**src/rtl/hazard_pkg.sv**
```systemverilog
// Shared definitions for the pipeline hazard controller: FSM state
// encoding and default configuration values.
package hazard_pkg;

  typedef enum logic [0:0] {
    RUN      = 1'b0,
    MEM_WAIT = 1'b1
  } hazard_state_t;

  // Longest data-memory wait tolerated before the access is abandoned.
  localparam int HAZARD_MEM_TIMEOUT = 255;

  // Default width of the performance counters.
  localparam int HAZARD_CNT_W = 32;

endpackage

```
**src/rtl/hazard_perf_cnt.sv**
```systemverilog
// Saturating event counter used for stall / flush statistics.
module hazard_perf_cnt #(
  parameter int CNT_W = 32
) (
  input  logic             clk,
  input  logic             rst_n,
  input  logic             inc,
  output logic [CNT_W-1:0] count
);

  // Count qualifying cycles, sticking at all-ones rather than wrapping.
  always_ff @(posedge clk or negedge rst_n) begin
    if (!rst_n) begin
      count <= '0;
    end else if (inc && (count != {CNT_W{1'b1}})) begin
      count <= count + CNT_W'(1);
    end
  end

endmodule

```
**src/rtl/hazard_unit.sv**
```systemverilog
// Stall / flush controller for the 5-stage MIPS pipeline.
// Handles data-memory wait states (with timeout), taken-branch flushes and
// load-use bubbles. Optional performance counters are enabled by defining
// HAZARD_PERF_CNT_EN; without it stall_cycles and flush_events read 0.
module hazard_unit
  import hazard_pkg::*;
#(
  parameter int MEM_TIMEOUT = HAZARD_MEM_TIMEOUT,
  parameter int CNT_W       = HAZARD_CNT_W
) (
  input  logic             clk,
  input  logic             rst_n,
  input  logic             ID_EX_MemRead,
  input  logic [4:0]       ID_EX_RegisterRt,
  input  logic [4:0]       IF_ID_RegisterRs,
  input  logic [4:0]       IF_ID_RegisterRt,
  input  logic             IF_ID_UsesRt,
  input  logic             EX_MEM_MemRead,
  input  logic             EX_MEM_MemWrite,
  input  logic             dmem_ready,
  input  logic             branch_taken,
  output logic             PCWrite,
  output logic             IF_ID_Write,
  output logic             ID_EX_Write,
  output logic             EX_MEM_Write,
  output logic             IF_ID_Flush,
  output logic             ID_EX_Flush,
  output logic             MEM_WB_Flush,
  output logic             mem_timeout,
  output logic [CNT_W-1:0] stall_cycles,
  output logic [CNT_W-1:0] flush_events
);

  localparam int WAIT_W = $clog2(MEM_TIMEOUT + 1);

  hazard_state_t     state;
  hazard_state_t     stateNext;
  logic [WAIT_W-1:0] waitCnt;

  logic memPending;
  logic loadUse;
  logic timeoutHit;
  logic freeze;
  logic branchAct;

  // Hazard conditions. The wait counter includes the first frozen cycle spent
  // in RUN, so a timeout releases after exactly MEM_TIMEOUT frozen cycles.
  assign memPending = EX_MEM_MemRead | EX_MEM_MemWrite;
  assign loadUse    = ID_EX_MemRead && (ID_EX_RegisterRt != 5'd0) &&
                      ((ID_EX_RegisterRt == IF_ID_RegisterRs) ||
                       (IF_ID_UsesRt && (ID_EX_RegisterRt == IF_ID_RegisterRt)));
  assign timeoutHit = (state == MEM_WAIT) && !dmem_ready &&
                      (waitCnt == WAIT_W'(MEM_TIMEOUT));
  assign freeze     = ((state == RUN) && memPending && !dmem_ready) ||
                      ((state == MEM_WAIT) && !dmem_ready && !timeoutHit);
  assign branchAct  = rst_n && !freeze && branch_taken;

  // State register.
  always_ff @(posedge clk or negedge rst_n) begin
    if (!rst_n) begin
      state <= RUN;
    end else begin
      state <= stateNext;
    end
  end

  // Next state and pipeline enables/flushes; memory wait outranks branch,
  // branch outranks load-use, and reset forces every stage into a bubble.
  always_comb begin
    stateNext    = state;
    PCWrite      = 1'b1;
    IF_ID_Write  = 1'b1;
    ID_EX_Write  = 1'b1;
    EX_MEM_Write = 1'b1;
    IF_ID_Flush  = 1'b0;
    ID_EX_Flush  = 1'b0;
    MEM_WB_Flush = 1'b0;

    case (state)
      RUN:      if (memPending && !dmem_ready) stateNext = MEM_WAIT;
      MEM_WAIT: if (dmem_ready || timeoutHit)  stateNext = RUN;
      default:  stateNext = RUN;
    endcase

    if (!rst_n) begin
      PCWrite      = 1'b0;
      IF_ID_Write  = 1'b0;
      ID_EX_Write  = 1'b0;
      EX_MEM_Write = 1'b0;
      IF_ID_Flush  = 1'b1;
      ID_EX_Flush  = 1'b1;
      MEM_WB_Flush = 1'b1;
    end else if (freeze) begin
      PCWrite      = 1'b0;
      IF_ID_Write  = 1'b0;
      ID_EX_Write  = 1'b0;
      EX_MEM_Write = 1'b0;
      MEM_WB_Flush = 1'b1;
    end else begin
      if (branchAct) begin
        IF_ID_Flush = 1'b1;
        ID_EX_Flush = 1'b1;
      end else if (loadUse) begin
        PCWrite     = 1'b0;
        IF_ID_Write = 1'b0;
        ID_EX_Flush = 1'b1;
      end
      // An abandoned access must not reach write-back.
      if (timeoutHit) MEM_WB_Flush = 1'b1;
    end
  end

  // Wait counter: zero whenever the FSM is (or is about to be) in RUN.
  always_ff @(posedge clk or negedge rst_n) begin
    if (!rst_n) begin
      waitCnt <= '0;
    end else if (stateNext == RUN) begin
      waitCnt <= '0;
    end else begin
      waitCnt <= waitCnt + WAIT_W'(1);
    end
  end

  // Sticky timeout flag, cleared only by reset.
  always_ff @(posedge clk or negedge rst_n) begin
    if (!rst_n) begin
      mem_timeout <= 1'b0;
    end else if (timeoutHit) begin
      mem_timeout <= 1'b1;
    end
  end

`ifdef HAZARD_PERF_CNT_EN
  logic stallInc;

  assign stallInc = ~PCWrite;

  hazard_perf_cnt #(.CNT_W(CNT_W)) uStallCnt (
    .clk   (clk),
    .rst_n (rst_n),
    .inc   (stallInc),
    .count (stall_cycles)
  );

  hazard_perf_cnt #(.CNT_W(CNT_W)) uFlushCnt (
    .clk   (clk),
    .rst_n (rst_n),
    .inc   (branchAct),
    .count (flush_events)
  );
`else
  assign stall_cycles = '0;
  assign flush_events = '0;
`endif

endmodule

```
**config.mk**
```make
export PLATFORM = sky130hd
export DESIGN_NAME = hazard_unit
export DESIGN_NICKNAME = d
export VERILOG_FILES = /design/src/rtl/hazard_pkg.sv /design/src/rtl/hazard_perf_cnt.sv /design/src/rtl/hazard_unit.sv
export SDC_FILE = /design/constraint.sdc
export NUM_CORES = 1
export LEC_CHECK = 0
export CORE_UTILIZATION = 30
export CTS_BUF_LIST = sky130_fd_sc_hd__clkbuf_4
export DETAILED_ROUTE_END_ITERATION = 12
export GPL_TIMING_DRIVEN = 0
export MAX_ROUTING_LAYER = met4
export PLACE_DENSITY = 0.83
export SLEW_MARGIN = 10
export SYNTH_ARGS = -nofsm -noshare
export SYNTH_HDL_FRONTEND = slang
export SYNTH_HIERARCHICAL = 1
export SYNTH_SLANG_ARGS = --single-unit
```
**constraint.sdc**
```tcl
create_clock -name clk -period 2.3 [get_ports clk]
set_input_delay 0.46 -clock clk [delete_from_list [all_inputs] [get_ports clk]]
set_output_delay 0.46 -clock clk [all_outputs]
set_load 0.02 [all_outputs]
```
Word level (Yosys, flattened, before mapping)
Index checks and enable logic that the tools add are counted.
{"block": "classes", "n_reduce_logical": 18, "n_eq_ne": 3, "add_sub_neg": 1, "n_mux": 20, "bitwise": 2}
{"cell": "$mux W1", "n": 18}
{"cell": "$logic_and A1 B1 Y1", "n": 11}
{"cell": "$eq A5 B5 Y1", "n": 2}
{"cell": "$add A8 B1 Y8 const B", "n": 1}
{"cell": "$eq A8 B8 Y1 const B", "n": 1}
{"cell": "$mux W8", "n": 1}
{"cell": "$reduce_bool A5 Y1", "n": 1}
{"cell": "$logic_not A1 Y1", "n": 3}
{"cell": "$logic_or A1 B1 Y1", "n": 3}
{"cell": "$pmux W1 S2", "n": 1}
{"cell": "$not A1 Y1", "n": 1}
{"cell": "$or A1 B1 Y1", "n": 1}
{"block": "word_totals", "register_bits": 10, "inputBits": 23, "word_cells": 47}

Depth between registers and ports, before layout
Gate-level depths: netlist of run 1.
{"block": "depth", "word_depth": 12, "depth_mapped": 6, "depth_no_buf": 5}

Least setup slack after synthesis of run 1
OpenSTA, ideal clock, no wires.
{"block": "synth_timing", "path_kind": "input to output", "startpoint": "in ID_EX_RegisterRt[3]", "endpoint": "out PCWrite", "required_ps": 1840, "n_path_buf": 1, "stages": 5, "arrival_time_ps": 1616, "slack_ps": 224, "cell_sequence": "xor2_1 -> nor4_2 -> a32oi_1 -> o311a_1 -> buf_4"}
{"block": "synth_via", "elab_chain_len": 8}
{"item": "start: declaration", "line_no": "hazard_unit.sv:14", "rtl": "input logic [4:0] ID_EX_RegisterRt,"}
{"item": "$eq A5 B5 Y1", "line_no": "hazard_unit.sv:51", "rtl": "(IF_ID_UsesRt && (ID_EX_RegisterRt == IF_ID_RegisterRt)));"}
{"item": "$logic_and A1 B1 Y1", "line_no": "hazard_unit.sv:51"}
{"item": "$logic_or A1 B1 Y1", "line_no": "hazard_unit.sv:50", "rtl": "((ID_EX_RegisterRt == IF_ID_RegisterRs) ||"}
{"item": "$logic_and A1 B1 Y1 *", "line_no": "hazard_unit.sv:49", "rtl": "assign loadUse = ID_EX_MemRead && (ID_EX_RegisterRt != 5'd0) &&"}
{"item": "$mux W1 * (4 in a row)"}
{"item": "end: declaration", "line_no": "hazard_unit.sv:22", "rtl": "output logic PCWrite,"}
Every way passes the cells marked *; elsewhere a longest branch is shown, timed or not.

Worst setup path in the final report of run 1
{"block": "layout_timing", "startpoint": "in dmem_ready", "endpoint": "out EX_MEM_Write"}
{"block": "layout_via", "elab_chain_len": 8}
{"item": "start: declaration", "line_no": "hazard_unit.sv:20", "rtl": "input logic dmem_ready,"}
{"item": "$logic_not A1 Y1 *", "line_no": "hazard_unit.sv:52, hazard_unit.sv:54, hazard_unit.sv:55"}
{"item": "$logic_and A1 B1 Y1", "line_no": "hazard_unit.sv:52, hazard_unit.sv:55"}
{"item": "$logic_and A1 B1 Y1", "line_no": "hazard_unit.sv:52", "rtl": "assign timeoutHit = (state == MEM_WAIT) && !dmem_ready &&"}
{"item": "$logic_not A1 Y1", "line_no": "hazard_unit.sv:55", "rtl": "((state == MEM_WAIT) && !dmem_ready && !timeoutHit);"}
{"item": "$logic_and A1 B1 Y1", "line_no": "hazard_unit.sv:55"}
{"item": "$logic_or A1 B1 Y1 *", "line_no": "hazard_unit.sv:54", "rtl": "assign freeze = ((state == RUN) && memPending && !dmem_ready) ||"}
{"item": "$mux W1 *", "line_no": "hazard_unit.sv:93", "rtl": "end else if (freeze) begin"}
{"item": "$mux W1 *", "line_no": "hazard_unit.sv:85", "rtl": "if (!rst_n) begin"}
{"item": "end: declaration", "line_no": "hazard_unit.sv:25", "rtl": "output logic EX_MEM_Write,"}
Marked as above.

==> impl_metrics.py, run 1 <==
metrics = {
    "setup_path": {
        "slowest_stage": "clkdlybuf4s50_1",
        "critPathKind": "in2out",
        "crit_path_frequent_cell": "or2_4",
        "cp-end-kind": "primary output",
        "cp-start-kind": "primary input",
        "crit_path_max_fanout": 3,
        "cp.arrival_ns": 1.79,
        "path_cells": "clkdlybuf4s50_1 > or2_4 > or2_4 > and2_4 > clkdlybuf4s15_2",
        "slowest_delay_ns": 0.42,
        "worstSetupStartpoint": "dmem_ready",
        "r2r_start": "waitCnt[1]",
        "crit_required_ns": 1.84,
    },
    "die": {
        "start_util_pct": 32.5,
        "ios": 95,
        "coreArea_mm2": 0.00344,
        "die_h_um": 63.1,
        "die_w_um": 63.1,
        "rows": 21,
        "die_area_mm2": 0.00398,
    },
    "logic_synthesis": {
        "ys.flop_type": "dfrtp_1",
        "synthDistinctLibCells": 25,
        "synth_area_leaders": "buf_4 (45%), dfrtp_1 (22%), xor2_1 (8.6%)",
        "synth_seq_area_share_pct": 22.3,
        "synthArstFlopShare_pct": 100,
        "synth.largest_area_cell": "buf_4",
        "yosysMostFrequentCell": "buf_4",
        "syn_area_per_cell_um2": 8.29,
        "yosys-top-cells-count": "buf_4 (67), nor2_1 (11), xor2_1 (11)",
        "synthCells": 135,
        "synth_edf_count": 0,
        "ys_seq_elements": 10,
        "yosys_warnings": 6,
        "synth_top_area_share_pct": 44.9,
        "netlist_area_mm2": 0.00112,
    },
    "layout": {
        "layout.cells.non_filler": 278,
        "syn2layout_area_growth_pct": 58.4,
        "drive_gt1_share_pct": 40.9,
        "fin_nets": 258,
        "num_antenna_cells": 0,
        "final.fill_count": 349,
    },
    "global_route": {
        "globalRouteOverflowTotal": 0,
        "grt_max_degree": 16,
        "antenna_found_initial": 0,
        "grt_use_total_pct": 11.5,
        "grt_first_pass_wirelength_um": 3380,
        "grt_pass1_vias": 780,
    },
    "timing": {
        "fmax_ghz": 0.444,
        "setup_viol": 0,
        "hold_slack_ns": 0.289,
        "min_period_ns": 2.25,
        "slew_headroom_pct": 62.4,
        "worstMarginPinSlew_ns": 0.563,
        "timing_max_transition_violations_final": 0,
        "finalClockSkew_ns": 0.00268,
        "hold_viol_final": 0,
        "post-route-period-util_pct": 98.0,
    },
    "clocking": {
        "cts_buffers": 3,
        "clk_latency_ns": 0.26,
        "clk_pin_slew_ns": 0.06,
        "htree_levels": 1,
        "cts_tree": "yes",
        "cts-root-buf": "clkbuf_4",
        "cts_num_sinks": 10,
        "hold_buffers": 0,
        "clock_path_buffers": 2,
    },
    "power_and_ir_drop": {
        "p_sw_share_pct": 37.5,
        "intPower_mw": 0.380,
        "p_comb_share_pct": 49.8,
        "seq_power_share_pct": 30.9,
        "p_leak_nw": 1.02,
        "ir_drop_uv": 120,
        "p_per_area_mw_per_mm2": 343,
        "clkPwrFrac_pct": 19.4,
        "p_total_mw": 0.608,
        "switching_power_mw": 0.228,
    },
    "place": {
        "dp.cells": 274,
        "portBuffers": 30,
        "hpwl_um": 2000,
        "place_congestion": 0.805,
    },
    "route": {
        "finalWirelength_um": 2330,
        "vias": 929,
        "drt_iter0_markers": 7,
        "viasPerCell": 3.34,
        "antenna_left": 0,
        "wire_per_inst_um": 8.37,
        "drc": 0,
        "first_pass_iters": 4,
    },
    "job": {
        "cap_violations": 0,
    },
    "outcome": {
        "status": "finished clean",
    },
    "hold_path": {
        "hold_path_class": "in2async",
    },
}
[power by group through the flow]
stage | Clock (mW) | Combinational [mW] | Sequential [mW]
global placement | 0 | 0.293 | 0.189
finish | 0.118 | 0.302 | 0.188
detailed placement | 0 | 0.296 | 0.189
CTS | 0.122 | 0.290 | 0.186
floorplan | 0 | 0.225 | 0.188
global route | 0.137 | 0.323 | 0.188
[critical path, delay by kind of cell]
family / cells / cell delay (ns)
and+or+nand+nor: 3 / 0.67
buffers and inverters: 2 / 0.66
[through the flow]
step           setup WS, ns  utilization [%]  area (µm²)   TNS, ns
2_1_floorplan         0.224                -        1360         0
3_3_place_gp         -0.738             49.8        1710     -3.68
3_5_place_dp         -0.756             49.8        1710     -3.75
4_1_cts            0.000965             50.5        1740         0
5_1_grt            -0.00923             51.5        1770  -0.00923
6_report             0.0464             51.5        1770         0
[metal layers]
| metal | vias up | wire length, µm | track usage (%) | share of wire (%) |
|---|---|---|---|---|
| li1 | 494 | - | - | - |
| met1 | 388 | 767 | 10.1 | 33 |
| met2 | 45 | 1360 | 22.4 | 58 |
| met3 | 2 | 178 | 3.08 | 7.7 |
| met4 | 0 | 20 | 5.23 | 0.86 |
| met5 | - | 0 | - | 0 |
[flip-flops by register name (all words and copies together), names as in the netlist]
register	cells
mem_timeout	1
state	1
waitCnt	8
[layout by cell type (no fill, tap or decap), drive strengths merged, types with 2 or more instances in the layout]
cell	synthesis	routed
buf	67	76
conb	1	64
nor2	11	11
xor2	11	11
dfrtp	10	10
dlygate4sd2	0	8
clkdlybuf4s50	0	6
clkbuf	0	6
xnor2	5	5
nand3	5	5
nand2	4	4
nor3	4	4
clkdlybuf4s15	0	3
or2	2	2
inv	2	2
dlymetal6s2s	0	2
o21ai	2	2
[worst paths after layout]
kind / end / slack [ns] / cells past startpoint
worst max-delay path: EX_MEM_Write / 0.05 / 5
worst min-delay path: waitCnt[0] / 0.29 / 1
worst max register to register: waitCnt[7] / 0.97 / 6
worst min register to register: mem_timeout / 0.46 / 1
max in group asynchronous: mem_timeout / 1.64 / 1
min in group clk: mem_timeout / 0.46 / 1
[area by class of cell]
| class | instances | area (µm²) | share of cell area, % |
|---|---|---|---|
| multi-input combinational | 119 | 653 | 36.8 |
| buffer | 66 | 499 | 28.1 |
| clock buffer | 3 | 22.5 | 1.27 |
| inverter | 2 | 7.51 | 0.423 |
| timing repair buffer | 32 | 284 | 16.0 |
| sequential | 10 | 250 | 14.1 |
| tap | 46 | 57.6 | 3.24 |
[repair_timing]
action                     CTS  global route
setup buffers                1             1
pin swaps                    7             9
gates resized for setup     60            20
setup endpoints to repair    7             6
[logic make-up after synthesis]
logic type,count (synthesis),synth area share [%]
other cells,1,0.335
xor+xnor,16,12.5
buf+inv,69,45.6
flops,10,22.3
compound gates,6,3.91
fa+ha+maj,1,1.12
simple gates,32,14.2
Power figures use the tool's default switching activity.
==> run 2, diff against run 1 <==
--- a/config.mk
+++ b/config.mk
@@ -8,6 +8,7 @@
 export CORE_UTILIZATION = 30
 export CTS_BUF_LIST = sky130_fd_sc_hd__clkbuf_4
 export DETAILED_ROUTE_END_ITERATION = 12
+export GPL_ROUTABILITY_DRIVEN = 0
 export GPL_TIMING_DRIVEN = 0
 export MAX_ROUTING_LAYER = met4
 export PLACE_DENSITY = 0.83
==> results of run 2 <==
The final DEF is identical to that of run 1; final timing and power are the same.
==> run 3, diff against run 2 <==
--- a/config.mk
+++ b/config.mk
@@ -5,6 +5,7 @@
 export SDC_FILE = /design/constraint.sdc
 export NUM_CORES = 1
 export LEC_CHECK = 0
+export ABC_CLOCK_PERIOD_IN_PS = 2300
 export CORE_UTILIZATION = 30
 export CTS_BUF_LIST = sky130_fd_sc_hd__clkbuf_4
 export DETAILED_ROUTE_END_ITERATION = 12
@@ -12,7 +13,8 @@
 export GPL_TIMING_DRIVEN = 0
 export MAX_ROUTING_LAYER = met4
 export PLACE_DENSITY = 0.83
-export SLEW_MARGIN = 10
+export SKIP_LAST_GASP = 1
+export SLEW_MARGIN = 20
 export SYNTH_ARGS = -nofsm -noshare
 export SYNTH_HDL_FRONTEND = slang
 export SYNTH_HIERARCHICAL = 1
==> results of run 3 <==
The final DEF is identical to that of run 1; final timing and power are the same.
